## config.mk

```make
export PLATFORM = sky130hd
export DESIGN_NAME = trig_drp_sequencer
export DESIGN_NICKNAME = d
export VERILOG_FILES = /design/src/rtl/trig_drp_sequencer.sv
export SDC_FILE = /design/constraint.sdc
export NUM_CORES = 1
export LEC_CHECK = 0
export BUFFER_PORTS_ARGS = -buffer_cell sky130_fd_sc_hd__buf_2
export CAP_MARGIN = 20
export CORE_ASPECT_RATIO = 0.7
export CORE_MARGIN = 5
export CORE_UTILIZATION = 46
export DETAILED_ROUTE_END_ITERATION = 10
export PLACE_DENSITY = 0.75
export SETUP_SLACK_MARGIN = 0.5
export SLEW_MARGIN = 10
export SYNTH_ARGS = -nofsm -noshare
export SYNTH_HDL_FRONTEND = slang
export SYNTH_SLANG_ARGS = --single-unit
```

## constraint.sdc

```tcl
create_clock -name usb_clk -period 1.55 [get_ports usb_clk]
set_clock_uncertainty 0.1 [all_clocks]
set_input_delay 0.31 -clock usb_clk [delete_from_list [all_inputs] [get_ports usb_clk]]
set_output_delay 0.31 -clock usb_clk [all_outputs]
set_load 0.02 [all_outputs]
```

## src/rtl/trig_drp_sequencer.sv

```systemverilog
// rtl/trig_drp_sequencer.sv - DRP read / read-modify-write sequencer with MMCM reset handling
//
// Optional build macro: TRIG_DRP_LOCK_WAIT_EN
//   defined   : after releasing mmcm_reset, wait for mmcm_locked (bounded by pLOCK_TIMEOUT)
//   undefined : REL goes straight to DONE; mmcm_locked and pLOCK_TIMEOUT are not used
//
// Ports:
//   usb_clk, reset_n           sole clock (DRP dclk domain), async active-low reset
//   I_start                    one-cycle request, honoured only when idle
//   I_rd_only                  1 = read only, 0 = read-modify-write
//   I_addr, I_mask, I_data     DRP address, keep-mask (1 = keep bit), new bit values
//   O_busy, O_done             busy level, one-cycle completion pulse
//   O_rdata, O_error           last DRP read value, sticky timeout flag
//   drp_addr/den/dwe/din       DRP master request outputs
//   drp_dout, drp_drdy         DRP responses
//   mmcm_reset, mmcm_locked    MMCM reset (active-high) and lock status

module trig_drp_sequencer #(
    parameter int pDRDY_TIMEOUT = 64,
    parameter int pLOCK_TIMEOUT = 65535
) (
    input  logic        usb_clk,
    input  logic        reset_n,
    input  logic        I_start,
    input  logic        I_rd_only,
    input  logic [6:0]  I_addr,
    input  logic [15:0] I_mask,
    input  logic [15:0] I_data,
    output logic        O_busy,
    output logic        O_done,
    output logic [15:0] O_rdata,
    output logic        O_error,
    output logic [6:0]  drp_addr,
    output logic        drp_den,
    output logic        drp_dwe,
    output logic [15:0] drp_din,
    input  logic [15:0] drp_dout,
    input  logic        drp_drdy,
    output logic        mmcm_reset,
    input  logic        mmcm_locked
);

`ifdef TRIG_DRP_LOCK_WAIT_EN
    localparam int MAX_TO = (pDRDY_TIMEOUT > pLOCK_TIMEOUT) ? pDRDY_TIMEOUT : pLOCK_TIMEOUT;
`else
    localparam int MAX_TO = pDRDY_TIMEOUT;
    localparam int unused_lock_timeout = pLOCK_TIMEOUT;
    logic unused_locked;
    assign unused_locked = mmcm_locked;
`endif
    localparam int CNT_W = $clog2(MAX_TO + 1);

    // The counter starts at 0 on the first cycle of a wait state, so expiry is
    // detected while it holds TIMEOUT-1: the wait state lasts exactly TIMEOUT cycles.
    localparam logic [CNT_W-1:0] DRDY_LAST = CNT_W'(pDRDY_TIMEOUT - 1);
`ifdef TRIG_DRP_LOCK_WAIT_EN
    localparam logic [CNT_W-1:0] LOCK_LAST = CNT_W'(pLOCK_TIMEOUT - 1);
`endif

    typedef enum logic [3:0] {
        S_IDLE,
        S_RST,
        S_RD_REQ,
        S_RD_WAIT,
        S_WR_REQ,
        S_WR_WAIT,
        S_REL,
        S_LOCK_WAIT,
        S_DONE
    } state_t;

    state_t            state;
    state_t            next_state;
    logic [CNT_W-1:0]  cnt;
    logic              rd_only_q;
    logic [15:0]       mask_q;
    logic [15:0]       data_q;

    logic              accept;
    logic              rd_capture;
    logic              wait_expired;
    logic              in_wait;

    always_comb begin
        next_state   = state;
        accept       = 1'b0;
        rd_capture   = 1'b0;
        wait_expired = 1'b0;
        case (state)
            S_IDLE: begin
                if (I_start) begin
                    accept     = 1'b1;
                    next_state = I_rd_only ? S_RD_REQ : S_RST;
                end
            end
            S_RST:    next_state = S_RD_REQ;
            S_RD_REQ: next_state = S_RD_WAIT;
            S_RD_WAIT: begin
                // drdy wins over expiry on the same edge
                if (drp_drdy) begin
                    rd_capture = 1'b1;
                    next_state = rd_only_q ? S_DONE : S_WR_REQ;
                end else if (cnt == DRDY_LAST) begin
                    wait_expired = 1'b1;
                    next_state   = S_DONE;
                end
            end
            S_WR_REQ: next_state = S_WR_WAIT;
            S_WR_WAIT: begin
                if (drp_drdy) begin
                    next_state = S_REL;
                end else if (cnt == DRDY_LAST) begin
                    wait_expired = 1'b1;
                    next_state   = S_DONE;
                end
            end
`ifdef TRIG_DRP_LOCK_WAIT_EN
            S_REL: next_state = S_LOCK_WAIT;
            S_LOCK_WAIT: begin
                if (mmcm_locked) begin
                    next_state = S_DONE;
                end else if (cnt == LOCK_LAST) begin
                    wait_expired = 1'b1;
                    next_state   = S_DONE;
                end
            end
`else
            S_REL:       next_state = S_DONE;
            S_LOCK_WAIT: next_state = S_DONE;
`endif
            S_DONE:  next_state = S_IDLE;
            default: next_state = S_IDLE;
        endcase
    end

    assign in_wait = (state == S_RD_WAIT) || (state == S_WR_WAIT) || (state == S_LOCK_WAIT);

    always_ff @(posedge usb_clk or negedge reset_n) begin
        if (!reset_n) begin
            state      <= S_IDLE;
            cnt        <= '0;
            rd_only_q  <= 1'b0;
            mask_q     <= '0;
            data_q     <= '0;
            drp_addr   <= '0;
            drp_din    <= '0;
            O_rdata    <= '0;
            O_error    <= 1'b0;
            mmcm_reset <= 1'b0;
        end else begin
            state <= next_state;

            if (in_wait && (next_state == state)) begin
                cnt <= cnt + CNT_W'(1);
            end else begin
                cnt <= '0;
            end

            if (accept) begin
                rd_only_q <= I_rd_only;
                drp_addr  <= I_addr;
                mask_q    <= I_mask;
                data_q    <= I_data;
                O_error   <= 1'b0;
            end

            // Held through RST..REL; dropped leaving REL or on any timeout
            if (accept && !I_rd_only) begin
                mmcm_reset <= 1'b1;
            end else if ((state == S_REL) || wait_expired) begin
                mmcm_reset <= 1'b0;
            end

            if (rd_capture) begin
                O_rdata <= drp_dout;
                if (!rd_only_q) begin
                    drp_din <= (drp_dout & mask_q) | (data_q & ~mask_q);
                end
            end

            if (wait_expired) begin
                O_error <= 1'b1;
            end
        end
    end

    assign O_busy  = (state != S_IDLE);
    assign O_done  = (state == S_DONE);
    assign drp_den = (state == S_RD_REQ) || (state == S_WR_REQ);
    assign drp_dwe = (state == S_WR_REQ);

endmodule

```

Word-level counts from Yosys, hierarchy flattened
Cells that the tools add are included.
{"block": "totals", "register_bits": 85, "input_bits": 61, "output_inout_bits": 45}
{"block": "classes", "n_addsub": 1, "n_eq_ne": 10, "muxes": 19, "bitwise": 5, "n_reduce_logical": 14}
{"operator": "AND 16 bit", "count": 2}
{"operator": "one-hot mux 4 bit (7 select lines)", "count": 1}
{"operator": "2-to-1 mux 4 bit", "count": 5}
{"operator": "equality test 4 x 3 -> 1 bit, second input constant", "count": 4}
{"operator": "NOT 16 bit", "count": 1}
{"operator": "OR 16 bit", "count": 1}
{"operator": "2-to-1 mux 1 bit", "count": 11}
{"operator": "equality test 4 x 2 -> 1 bit, second input constant", "count": 2}
{"operator": "adder 7 x 1 -> 7 bit, second input constant", "count": 1}
{"operator": "equality test 7 x 6 -> 1 bit, second input constant", "count": 1}
{"operator": "2-to-1 mux 7 bit", "count": 1}
{"operator": "equality test 4 x 1 -> 1 bit, second input constant", "count": 1}
{"operator": "equality test 4 bit", "count": 1}
{"operator": "equality test 4 bit, second input constant", "count": 1}
{"operator": "logical NOT 4 bit", "count": 1}
{"operator": "logical OR 1 bit", "count": 4}
{"operator": "nonzero test 2 bit", "count": 2}
{"operator": "nonzero test 4 bit", "count": 1}
{"operator": "OR reduction 2 bit", "count": 2}
{"operator": "logical AND 1 bit", "count": 2}
{"operator": "2-to-1 mux 2 bit", "count": 1}
{"operator": "AND reduction 2 bit", "count": 1}
{"operator": "logical NOT 1 bit", "count": 1}
{"operator": "NOT 1 bit", "count": 1}

Depth between registers and ports, before layout
Gate-level depths: netlist of run 1.
{"block": "depth", "depth_word": 7, "mapped_depth": 6, "mapped_depth_nobuf": 5}

Worst setup path after synthesis of run 1
OpenSTA, ideal clock, no wires.
{"block": "synth_path", "path_kind": "flip-flop to output port", "start": "register state[0]", "end": "output port O_done", "t_arrival_ns": 1.358, "t_required_ns": 1.140, "slack_ns": -0.218, "path_stages_with_launch": 3, "cell_sequence": "dfrtp_1 > buf_4 > nor4b_1"}
{"block": "synth_via", "elab_chain_len": 1}
{"item": "start, declared", "line": "72", "source": "state_t state;"}
{"item": "start signal, assigned", "line": "151", "source": "state <= next_state;"}
{"item": "equality test 4 bit", "line": "188", "source": "assign O_done = (state == S_DONE);"}
{"item": "end, declared", "line": "30", "source": "output logic O_done,"}
No other way between the ends.

Final worst setup path of run 1
{"block": "layout_path", "start": "register state[3]", "end": "register mask_q[7]"}
{"block": "layout_via", "elab_chain_len": 2}
{"item": "logical NOT 4 bit", "line": "89", "source": "case (state)"}
{"item": "2-to-1 mux 1 bit", "line": "89"}
{"item": "end signal, assigned", "line": "162", "source": "mask_q <= I_mask;"}
{"item": "end, declared", "line": "76", "source": "logic [15:0] mask_q;"}
No other way between the ends.
A chain may end at the register's enable or synchronous reset.

==> results of run 1 <==
## registers in the layout (all words and copies together) (netlist names)
register and cells:
data_q 16, cnt 7, rd_only_q 1, O_error 1, O_rdata 16, mmcm_reset 1
drp_din 16, drp_addr 7, state 4, mask_q 16
## layer usage
metal | vias up | global-route usage [%]
li1 | 1178 | -
met2 | 77 | 30.0
met4 | 0 | 5.27
met3 | 9 | 7.39
met5 | - | 0
met1 | 1277 | 23.9
## critical path, delay by kind of cell (launching register included)
family        cells  cell delay [ns]
flops             1             0.41
buf+inv           5             0.66
mux               1             0.30
simple gates      2             0.24
## worst paths after layout
kind / start / to / slack, ns / depth (start not counted)
worst min-delay path: I_data[0] / data_q[0] / 0.09 / 2
worst max-delay path: state[3] / mask_q[7] / -0.27 / 8
worst min register to register: data_q[13] / data_q[13] / 0.41 / 1
max in group asynchronous: reset_n / drp_din[2] / 0.67 / 3
worst max register to register: state[3] / mask_q[7] / -0.27 / 8
min in group asynchronous: reset_n / mmcm_reset / 0.23 / 2
## cell type report
class                   instances  area share, %
well taps                     101           2.23
flip-flops and latches         85           37.5
clock inverters                 6           1.96
multi-input cells             138           28.5
inverters                       2          0.132
clock buffers                   9           2.18
repair buffers                167           27.5
## cell usage in the layout (no fill, tap or decap), drive strengths merged, types with 2 or more instances in the layout
master and count:
inv 3, nand3 4, dfrtp 85, xnor2 3, bufinv 3, or3 2
nor4b 2, o31ai 2, a31oi 2, and3 2, xor2 2, mux2 88
nand2b 2, nand2 3, nor2 10, nor3 3, clkbuf 13, buf 162
## repair_timing
item	CTS	global route
pin swaps	7	9
gates resized for setup	127	29
endpoints found under the hold margin	85	0
setup endpoints to repair	130	130
cloned	3	4
buffers inserted	21	15
hold buffers	1	0
## per-stage QoR
stage | util (%) | setup WS, ns | cell area (um2) | total power, mW | setup TNS, ns
2_1_floorplan | - | -0.129 | 3640 | 6.77 | -1.40
3_3_place_gp | 56.6 | -0.0402 | 4380 | 7.95 | -0.0972
3_5_place_dp | 56.6 | -0.0993 | 4380 | 8.12 | -0.303
4_1_cts | 68.9 | -0.271 | 5330 | 11.8 | -14.27
5_1_grt | 73.4 | -0.314 | 5680 | 13.4 | -20.44
6_report | 73.4 | -0.273 | 5680 | 12.7 | -16.66
## kinds of logic after synthesis
kind of cell	synth area share, %
AOI/OAI and AO/OA	2.61
xor gates and xnor gates	1.22
adders and majority gates	0.348
buffers and inverters	3.10
DFF	59.1
muxes	27.5
and+or+nand+nor	6.05
## power breakdown
| group | internal (mW) | switching [mW] |
|---|---|---|
| clock | 1.06 | 0.780 |
| combinational | 4.14 | 2.73 |
| sequential | 3.27 | 0.718 |
==> impl_results.md, run 1 <==
* PwrDens at 2240 mW/mm2
* Syn Nets at 298
* Yosys top cell area share at 59.1%
* Clock Path Buffers at 2
* Hold Worst Slack at 0.0889 ns
* Worst Path Required at 1.68 ns
* # placed instances at 449
* M1 WL at 4140 um
* Critical path class: flop to flop
* Number of global-route vias before repair at 2773
* Max Clk Rate at 0.548 GHz
* Met2 WL at 4480 um
* Starting density of the core at 46.5%
* Outcome: complete, but fails checks
* Worst-Skew Late Latency at 0.35 ns
* Final setup vio count at 85
* Initial drt markers at 92
* Layout cells sized above 1 at 73.7%
* Asr flop ratio synth at 100%
* Root buffer cell: clkbuf_8
* Post-Syn Area per Cell at 15.2 um2
* Num CTS Buffers at 9
* Dominant cell type by area after synthesis: dfrtp_1
* Max cap viols at 0
* Largest net degree at the start of global routing at 40
* Most common library cells after synthesis: mux2_2, dfrtp_1, nor2_1, buf_4, buf_6
* GR Util All Layers at 18.8%
* Gr ovfl total at 0
* Routed Wire Length at 9420 um
* Setup crit end kind: flop
* # diodes at 0
* I/O pin cnt at 106
* Final hold vios at 0
* PortBufs at 104
* Crit-path most repeated cell: buf_6
* Drt wl/cell at 18.5 um
* Final nets at 465
* CP max stage cell: dfrtp_1
* Min-delay worst type: primary input to flop
* Main synth FF type: dfrtp_1
* Core Area at 0.00774 mm2
* CP max FO at 6
* Measured slew at the worst slew-check pin at 0.363 ns
* Slowest stage delay, CP at 0.41 ns
* Routed Antenna Nets at 0
* Die area at 0.00972 mm2
* Vias per inst at 5.00
* Layout area overhead at 57.8%
* Crit path arrival time at 1.96 ns
* Chip Width at 116 um
* Most instantiated library cell after synthesis: mux2_2
* Post-synthesis cell area at 0.00360 mm2
* Synth top area cells: dfrtp_1, mux2_2, buf_6, buf_4, nor2_1
* Period utilization at 118%
* Final slew viol count at 0
* H-tree lvl count at 3
* Multi-input gate area at 0.00162 mm2
* PnR worst setup slack at -0.273 ns
* Clock-pin slew on the worst setup and hold paths at 0.08 ns
* RSZ-0062 raised after global routing: yes
* Initial antenna violation count at 0
* Row count at 27
* Vias at 2541
* Crit path time final at 1.82 ns
* Syn. warnings at 0
* Fin cells at 508
* 1st-pass router iterations at 4
* CTS tree: built
* Sequential cell area at 0.00213 mm2
* Die H at 84.0 um
* Top Layer Used: met4
* Slew margin rel. at 75.8%
* Cells after Synth at 236
* Fillers at 511
* Cells along the critical path: buf_6, nor2_4, buf_6, buf_6, nand3_4, buf_12, clkbuf_16, mux2_4
* First-pass GRT wire length at 14100 um
* P_leak at 2.69 nW
* Synthesized flop and latch total at 85
* EDFF count, synth at 0
* Met3 WL at 711 um
* Placer Congestion at 0.852
* # clock sinks at 85
* Crit start category: flop
* Register area share after synthesis at 59.1%
* DP Wirelength at 5530 um
* Remaining DRCs at 0
* Violated checks: setup timing
* Peak VDD IR at 1.36 mV
* Synth unique cells at 36
(Power assumes the default switching activity.)
==> inputs of run 2 (changes only) <==
- RECOVER_POWER: unset -> 100
==> impl_results.md, run 2 (synthesis gave the netlist of run 1 again) <==
* Outcome: complete, but fails checks
* Violated checks: setup timing
* Cells along the critical path: buf_6, nor2_4, buf_6, buf_6, nand3_4, buf_12, clkbuf_16, mux2_4
* CP max stage cell: dfrtp_1
* Crit-path most repeated cell: buf_6
* Critical path class: flop to flop
* Starting density of the core at 46.5% (unchanged)
* Reg2Reg Setup Slack at -0.28 ns (about the same)
* Crit path time final at 1.83 ns (+0.00211 ns)
* CP max FO at 6 (unchanged)
* First-pass GRT wire length at 14100 um (unchanged)
* Initial antenna violation count at 0 (unchanged)
* Die area at 0.00972 mm2 (unchanged)
* Top delay family on crit path: buffers and inverters
* Final core utilization at 69.1% (-4.3 points)
* Vias per inst at 5.00 (about the same)
* Vias at 2540 (-0.039%)
* Worst Path Required at 1.68 ns (about the same)
* DP Wirelength at 5530 um (unchanged)
* P_leak at 2.48 nW (-7.8%)
* # diodes at 0 (unchanged)
* Core Area at 0.00774 mm2 (unchanged)
* H-tree lvl count at 3 (unchanged)
* Min-delay worst type: primary input to flop
* Placer Congestion at 0.852 (unchanged)
* Hold path depth at 2 (unchanged)
* Final hold vios at 0 (unchanged)
* Drt wl/cell at 18.5 um (about the same)
* Max Clk Rate at 0.548 GHz (-0.12%)
* Remaining DRCs at 0 (unchanged)
* Worst-Skew Late Latency at 0.35 ns (about the same)
* PortBufs at 104 (unchanged)
* # placed instances at 449 (unchanged)
* RSZ-0062 raised after global routing: yes
* Worst-case reg-to-reg path depth at 8 (unchanged)
* Largest net degree at the start of global routing at 40 (unchanged)
* Fin cells at 508 (unchanged)
* Commonest non-fill, non-tap cell in the layout: dfrtp_1
* # clock sinks at 85 (unchanged)
* Row count at 27 (unchanged)
* I/O pin cnt at 106 (unchanged)
* Clock-pin slew on the worst setup and hold paths at 0.08 ns (about the same)
* Slew margin rel. at 62.8% (-13 points)
* Grt met3 use at 7.39% (unchanged)
* Crit start category: flop
* Setup crit end kind: flop
* Layout cells sized above 1 at 63.4% (-10 points)
* Initial drt markers at 90 (-2.2%)
* Routed Wire Length at 9410 um (about the same)
* Root buffer cell: clkbuf_8
* Layout area overhead at 48.6%
* Peak VDD IR at 1.35 mV (-0.90%)
* Chip Width at 116 um (unchanged)
* Number of global-route vias before repair at 2773 (unchanged)
* PwrDens at 2210 mW/mm2 (-1.2%)
* Bufs and invs on worst path at 5 (unchanged)
* Commonest cells after routing, fill and taps aside: dfrtp_1, mux2_2, buf_2, clkbuf_1, buf_4
* Max cap viols at 0 (unchanged)
* GR Util All Layers at 18.8% (unchanged)
* WP depth at 8 (unchanged)
* Slowest stage delay, CP at 0.41 ns (about the same)
* PnR worst setup slack at -0.276 ns (-0.00211 ns)
* Routed Antenna Nets at 0 (unchanged)
* Met1 usage at 23.9% (unchanged)
* Gr ovfl total at 0 (unchanged)
* Measured slew at the worst slew-check pin at 0.559 ns (+0.196 ns)
* Clock Path Buffers at 2 (unchanged)
* CTS tree: built
* Period utilization at 118% (+0.14 points)
* Gr busiest metal: met2
* Die H at 84.0 um (unchanged)
* Crit path arrival time at 1.96 ns (about the same)
* Final setup vio count at 86 (+1.2%)
* Num CTS Buffers at 9 (unchanged)
* Final nets at 465 (unchanged)
* GR Layer Usage met2 at 30.0% (unchanged)
* Final slew viol count at 0 (unchanged)
* 1st-pass router iterations at 4 (unchanged)
[run 2: cell count changes in the layout (fill, tap and decap cells not counted), sizes merged]
cell,delta
buf,-42
clkbuf,+42
[run 2: final cells by class]
| class | instances | area [um2] |
|---|---|---|
| fill | 571 | 2390 |
| inverter | 2 | 7.51 |
| clock inverter | 6 | 111 |
| multi-input combinational | 138 | 1620 |
| timing repair buffer | 167 | 1230 |
| clock buffer | 9 | 124 |
| tap | 101 | 126 |
| sequential | 85 | 2130 |
[run 2: power breakdown]
part / switching [mW] / leakage (nW) / internal, mW
clock network: 0.777 / 0.116 / 1.06
registers: 0.607 / 1.03 / 3.27
logic: 2.74 / 1.33 / 3.38
[run 2: metal layers]
layer	share of wire, %	vias to the layer above
li1	-	1180
met1	44	1270
met2	47	81
met3	7.9	9
met4	0.88	0
met5	0	-
[run 2: stage by stage]
stage | TNS, ns | hold slack, ns | instance area [um2] | total power [mW] | worst slack [ns]
after floorplan | -1.40 | -0.0856 | 3640 | 6.77 | -0.129
after global placement | -0.0972 | 0.0581 | 4380 | 7.95 | -0.0402
after detailed placement | -0.303 | 0.0590 | 4380 | 8.12 | -0.0993
after CTS | -14.27 | 0.0620 | 5330 | 11.8 | -0.271
after global routing | -20.44 | 0.0595 | 5350 | 12.5 | -0.314
final | -16.72 | 0.0894 | 5350 | 11.8 | -0.276
[run 2: worst paths after layout]
kind,startpoint,endpoint
min,I_data[0],data_q[0]
max,state[3],mask_q[7]
max in group asynchronous,reset_n,drp_din[2]
min reg2reg,O_rdata[0],O_rdata[0]
min in group asynchronous,reset_n,mmcm_reset
max reg2reg,state[3],mask_q[7]
[run 2: repair_timing]
item,CTS,global route
pin swaps,7,9
endpoints found under the hold margin,85,0
hold buffers,1,0
gates cloned,3,4
gates resized for setup,127,29
endpoints found under the setup margin,130,130
setup buffers,21,15
==> inputs of run 3 (changes only) <==
- CORE_MARGIN: 5 -> 2
==> impl_results.md, run 3 (synthesis gave the netlist of run 1 again) <==
* Placed Area at 0.00438 mm2 (about the same)
* Sequential share of power at 32.9% (+0.2 points)
* Vias per inst at 5.20 (+3.9%)
* Outcome: complete, but fails checks
* Violated checks: setup timing
* CP max stage cell: dfrtp_2
* Fillers at 507 (-11%)
* GR Util All Layers at 21.1% (+2.3 points)
* Comb power frac at 53.2% (+1.5 points)
* FF-to-FF End: data_q[10]
* Gr ovfl total at 0 (unchanged)
* Sw Share at 35.2% (+0.39 points)
* P_sw at 4.17 mW (+1.2%)
* Drt wl/cell at 19.2 um (+3.9%)
* Number of global-route vias before repair at 2631 (-5.1%)
* Top delay family on crit path: buffers and inverters
* # diodes at 0 (unchanged)
* Routed Wire Length at 9820 um (+4.3%)
* Slowest stage delay, CP at 0.47 ns (+0.06 ns)
* Crit path time final at 1.84 ns (+0.0110 ns)
* Worst-Skew Late Latency at 0.34 ns (about the same)
* Min-delay worst type: primary input to flop
* Max Clk Rate at 0.544 GHz (-0.60%)
* Commonest cells after routing, fill and taps aside: dfrtp_1, buf_2, mux2_2, clkbuf_1, buf_4
* # placed instances at 448 (-0.22%)
* Initial drt markers at 75 (-17%)
* Placer Congestion at 0.801 (-6.0%)
* Crit start category: flop
* Slew margin rel. at 57.9% (-4.9 points)
* First-pass GRT wire length at 13300 um (-5.7%)
* Clk network pwr share at 13.9% (-1.7 points)
* H-tree lvl count at 3 (unchanged)
* Core Area at 0.00745 mm2 (-3.7%)
* Measured slew at the worst slew-check pin at 0.632 ns (+0.0735 ns)
* Met3 WL at 673 um (-9.5%)
* Clock Path Buffers at 2 (unchanged)
* I/O pin cnt at 106 (unchanged)
* CP max FO at 7 (+1)
* PnR worst setup slack at -0.287 ns (-0.0110 ns)
* Peak VDD IR at 0.971 mV (-28%)
* Chip Width at 110 um (-5.2%)
* Worst setup path startpoint: state[1]
* CTS tree: built
* R2R Path Start: state[1]
* Hold Path Origin: I_addr[0]
* Die area at 0.00855 mm2 (-12%)
* Clock-pin slew on the worst setup and hold paths at 0.09 ns (about the same)
* Internal at 7.68 mW (-0.51%)
* Final nets at 471 (+1.3%)
* Root buffer cell: clkbuf_8
* Bufs and invs on worst path at 5 (unchanged)
* Initial antenna violation count at 0 (unchanged)
* Period utilization at 118% (+0.71 points)
* Cells along the critical path: buf_6, buf_6, nor2_4, nand3_4, buf_12, buf_12, buf_16, mux2_2
* Layout cells sized above 1 at 63.3% (about the same)
* Worst Path Required at 1.67 ns (about the same)
* Vias at 2650 (+4.3%)
* Routed Antenna Nets at 0 (unchanged)
* # clock sinks at 85 (unchanged)
* Final slew viol count at 0 (unchanged)
* Final hold vios at 0 (unchanged)
* PwrDens at 2190 mW/mm2 (-0.97%)
* Hold path endpoint: drp_addr[0]
* PnR Total Power at 11.8 mW (about the same)
* Hold path depth at 2 (unchanged)
* Met2 WL at 4810 um (+8.3%)
* Reg2Reg Setup Slack at -0.29 ns (about the same)
* Remaining DRCs at 0 (unchanged)
* Max cap viols at 0 (unchanged)
* Top Layer Used: met4
* Row count at 26 (-3.7%)
* P_leak at 2.56 nW (+3.2%)
* Final setup vio count at 82 (-4.7%)
* Critical path class: flop to flop
* Total negative slack at -14.98 ns (+1.74 ns)
* Layout area overhead at 50.2%
* Final Cell Area at 0.00540 mm2 (+1.1%)
* Commonest non-fill, non-tap cell in the layout: dfrtp_1
* Largest net degree at the start of global routing at 86 (+110%)
* Worst-case reg-to-reg path depth at 8 (unchanged)
* PortBufs at 104 (unchanged)
* DP Wirelength at 5180 um (-6.2%)
* Setup crit end kind: flop
* M1 WL at 4160 um (+0.51%)
* Num CTS Buffers at 9 (unchanged)
* RSZ-0062 raised after global routing: yes
* Starting density of the core at 48.3% (+1.8 points)
* 1st-pass router iterations at 4 (unchanged)
* Crit path arrival time at 1.96 ns (about the same)
* Fin cells at 510 (+0.39%)
* Die H at 78.0 um (-7.1%)
==> run 3: cell types whose count changed in the layout (fill, tap and decap cells not counted), moves of 3 or more <==
| cell | before | now |
|---|---|---|
| clkbuf_16 | 4 | 0 |
| nor2_2 | 5 | 2 |
| mux2_2 | 70 | 55 |
| buf_16 | 3 | 6 |
| mux2_4 | 18 | 33 |
| buf_12 | 6 | 9 |
==> run 3: power groups by stage <==
stage | Clock (mW) | Sequential (mW) | Combinational (mW)
2_1_floorplan | 0 | 4.43 | 2.35
3_3_place_gp | 0 | 3.84 | 4.14
3_5_place_dp | 0 | 3.91 | 4.26
4_1_cts | 1.68 | 3.95 | 6.02
5_1_grt | 1.75 | 4.02 | 6.64
6_report | 1.64 | 3.90 | 6.31
==> run 3: worst max path at each step <==
stage | endpoint | slack [ns] | cells past startpoint
3_5_place_dp | state[2] | -0.11 | 5
4_1_cts | O_done | -0.30 | 3
3_3_place_gp | state[2] | -0.05 | 5
6_report | data_q[10] | -0.29 | 8
5_1_grt | mask_q[13] | -0.34 | 8
2_1_floorplan | drp_din[10] | -0.13 | 6
==> run 3: final cells by class <==
class | instances | area [um2] | area share (%)
repair buffers | 173 | 1290 | 23.9
multi-input cells | 138 | 1650 | 30.6
inverters | 2 | 7.51 | 0.139
clock buffers | 10 | 128 | 2.36
clock inverters | 4 | 75.1 | 1.39
well taps | 98 | 123 | 2.27
flip-flops and latches | 85 | 2130 | 39.4
==> run 3: metrics by stage <==
| stage | setup WS (ns) | utilization (%) | hold WS [ns] |
|---|---|---|---|
| finish | -0.287 | 72.5 | 0.0902 |
| global route | -0.338 | 72.5 | 0.0735 |
| CTS | -0.295 | 72.1 | 0.0660 |
| detailed placement | -0.108 | 58.8 | 0.281 |
| global placement | -0.0535 | 58.8 | 0.275 |
| floorplan | -0.129 | - | -0.0856 |
==> run 3: repair_timing <==
action / CTS / global route
endpoints found under the hold margin: 85 / 0
hold buffers: 1 / 0
cloned: 6 / 1
setup buffers: 23 / 17
gates resized for setup: 122 / 54
setup endpoints to repair: 130 / 189
pin swaps: 5 / 6
==> run 3: layer usage <==
layer,vias to the layer above,track usage [%]
met1,1346,26.5
met2,97,33.9
met4,0,6.71
met3,15,7.90
li1,1192,-
met5,-,0
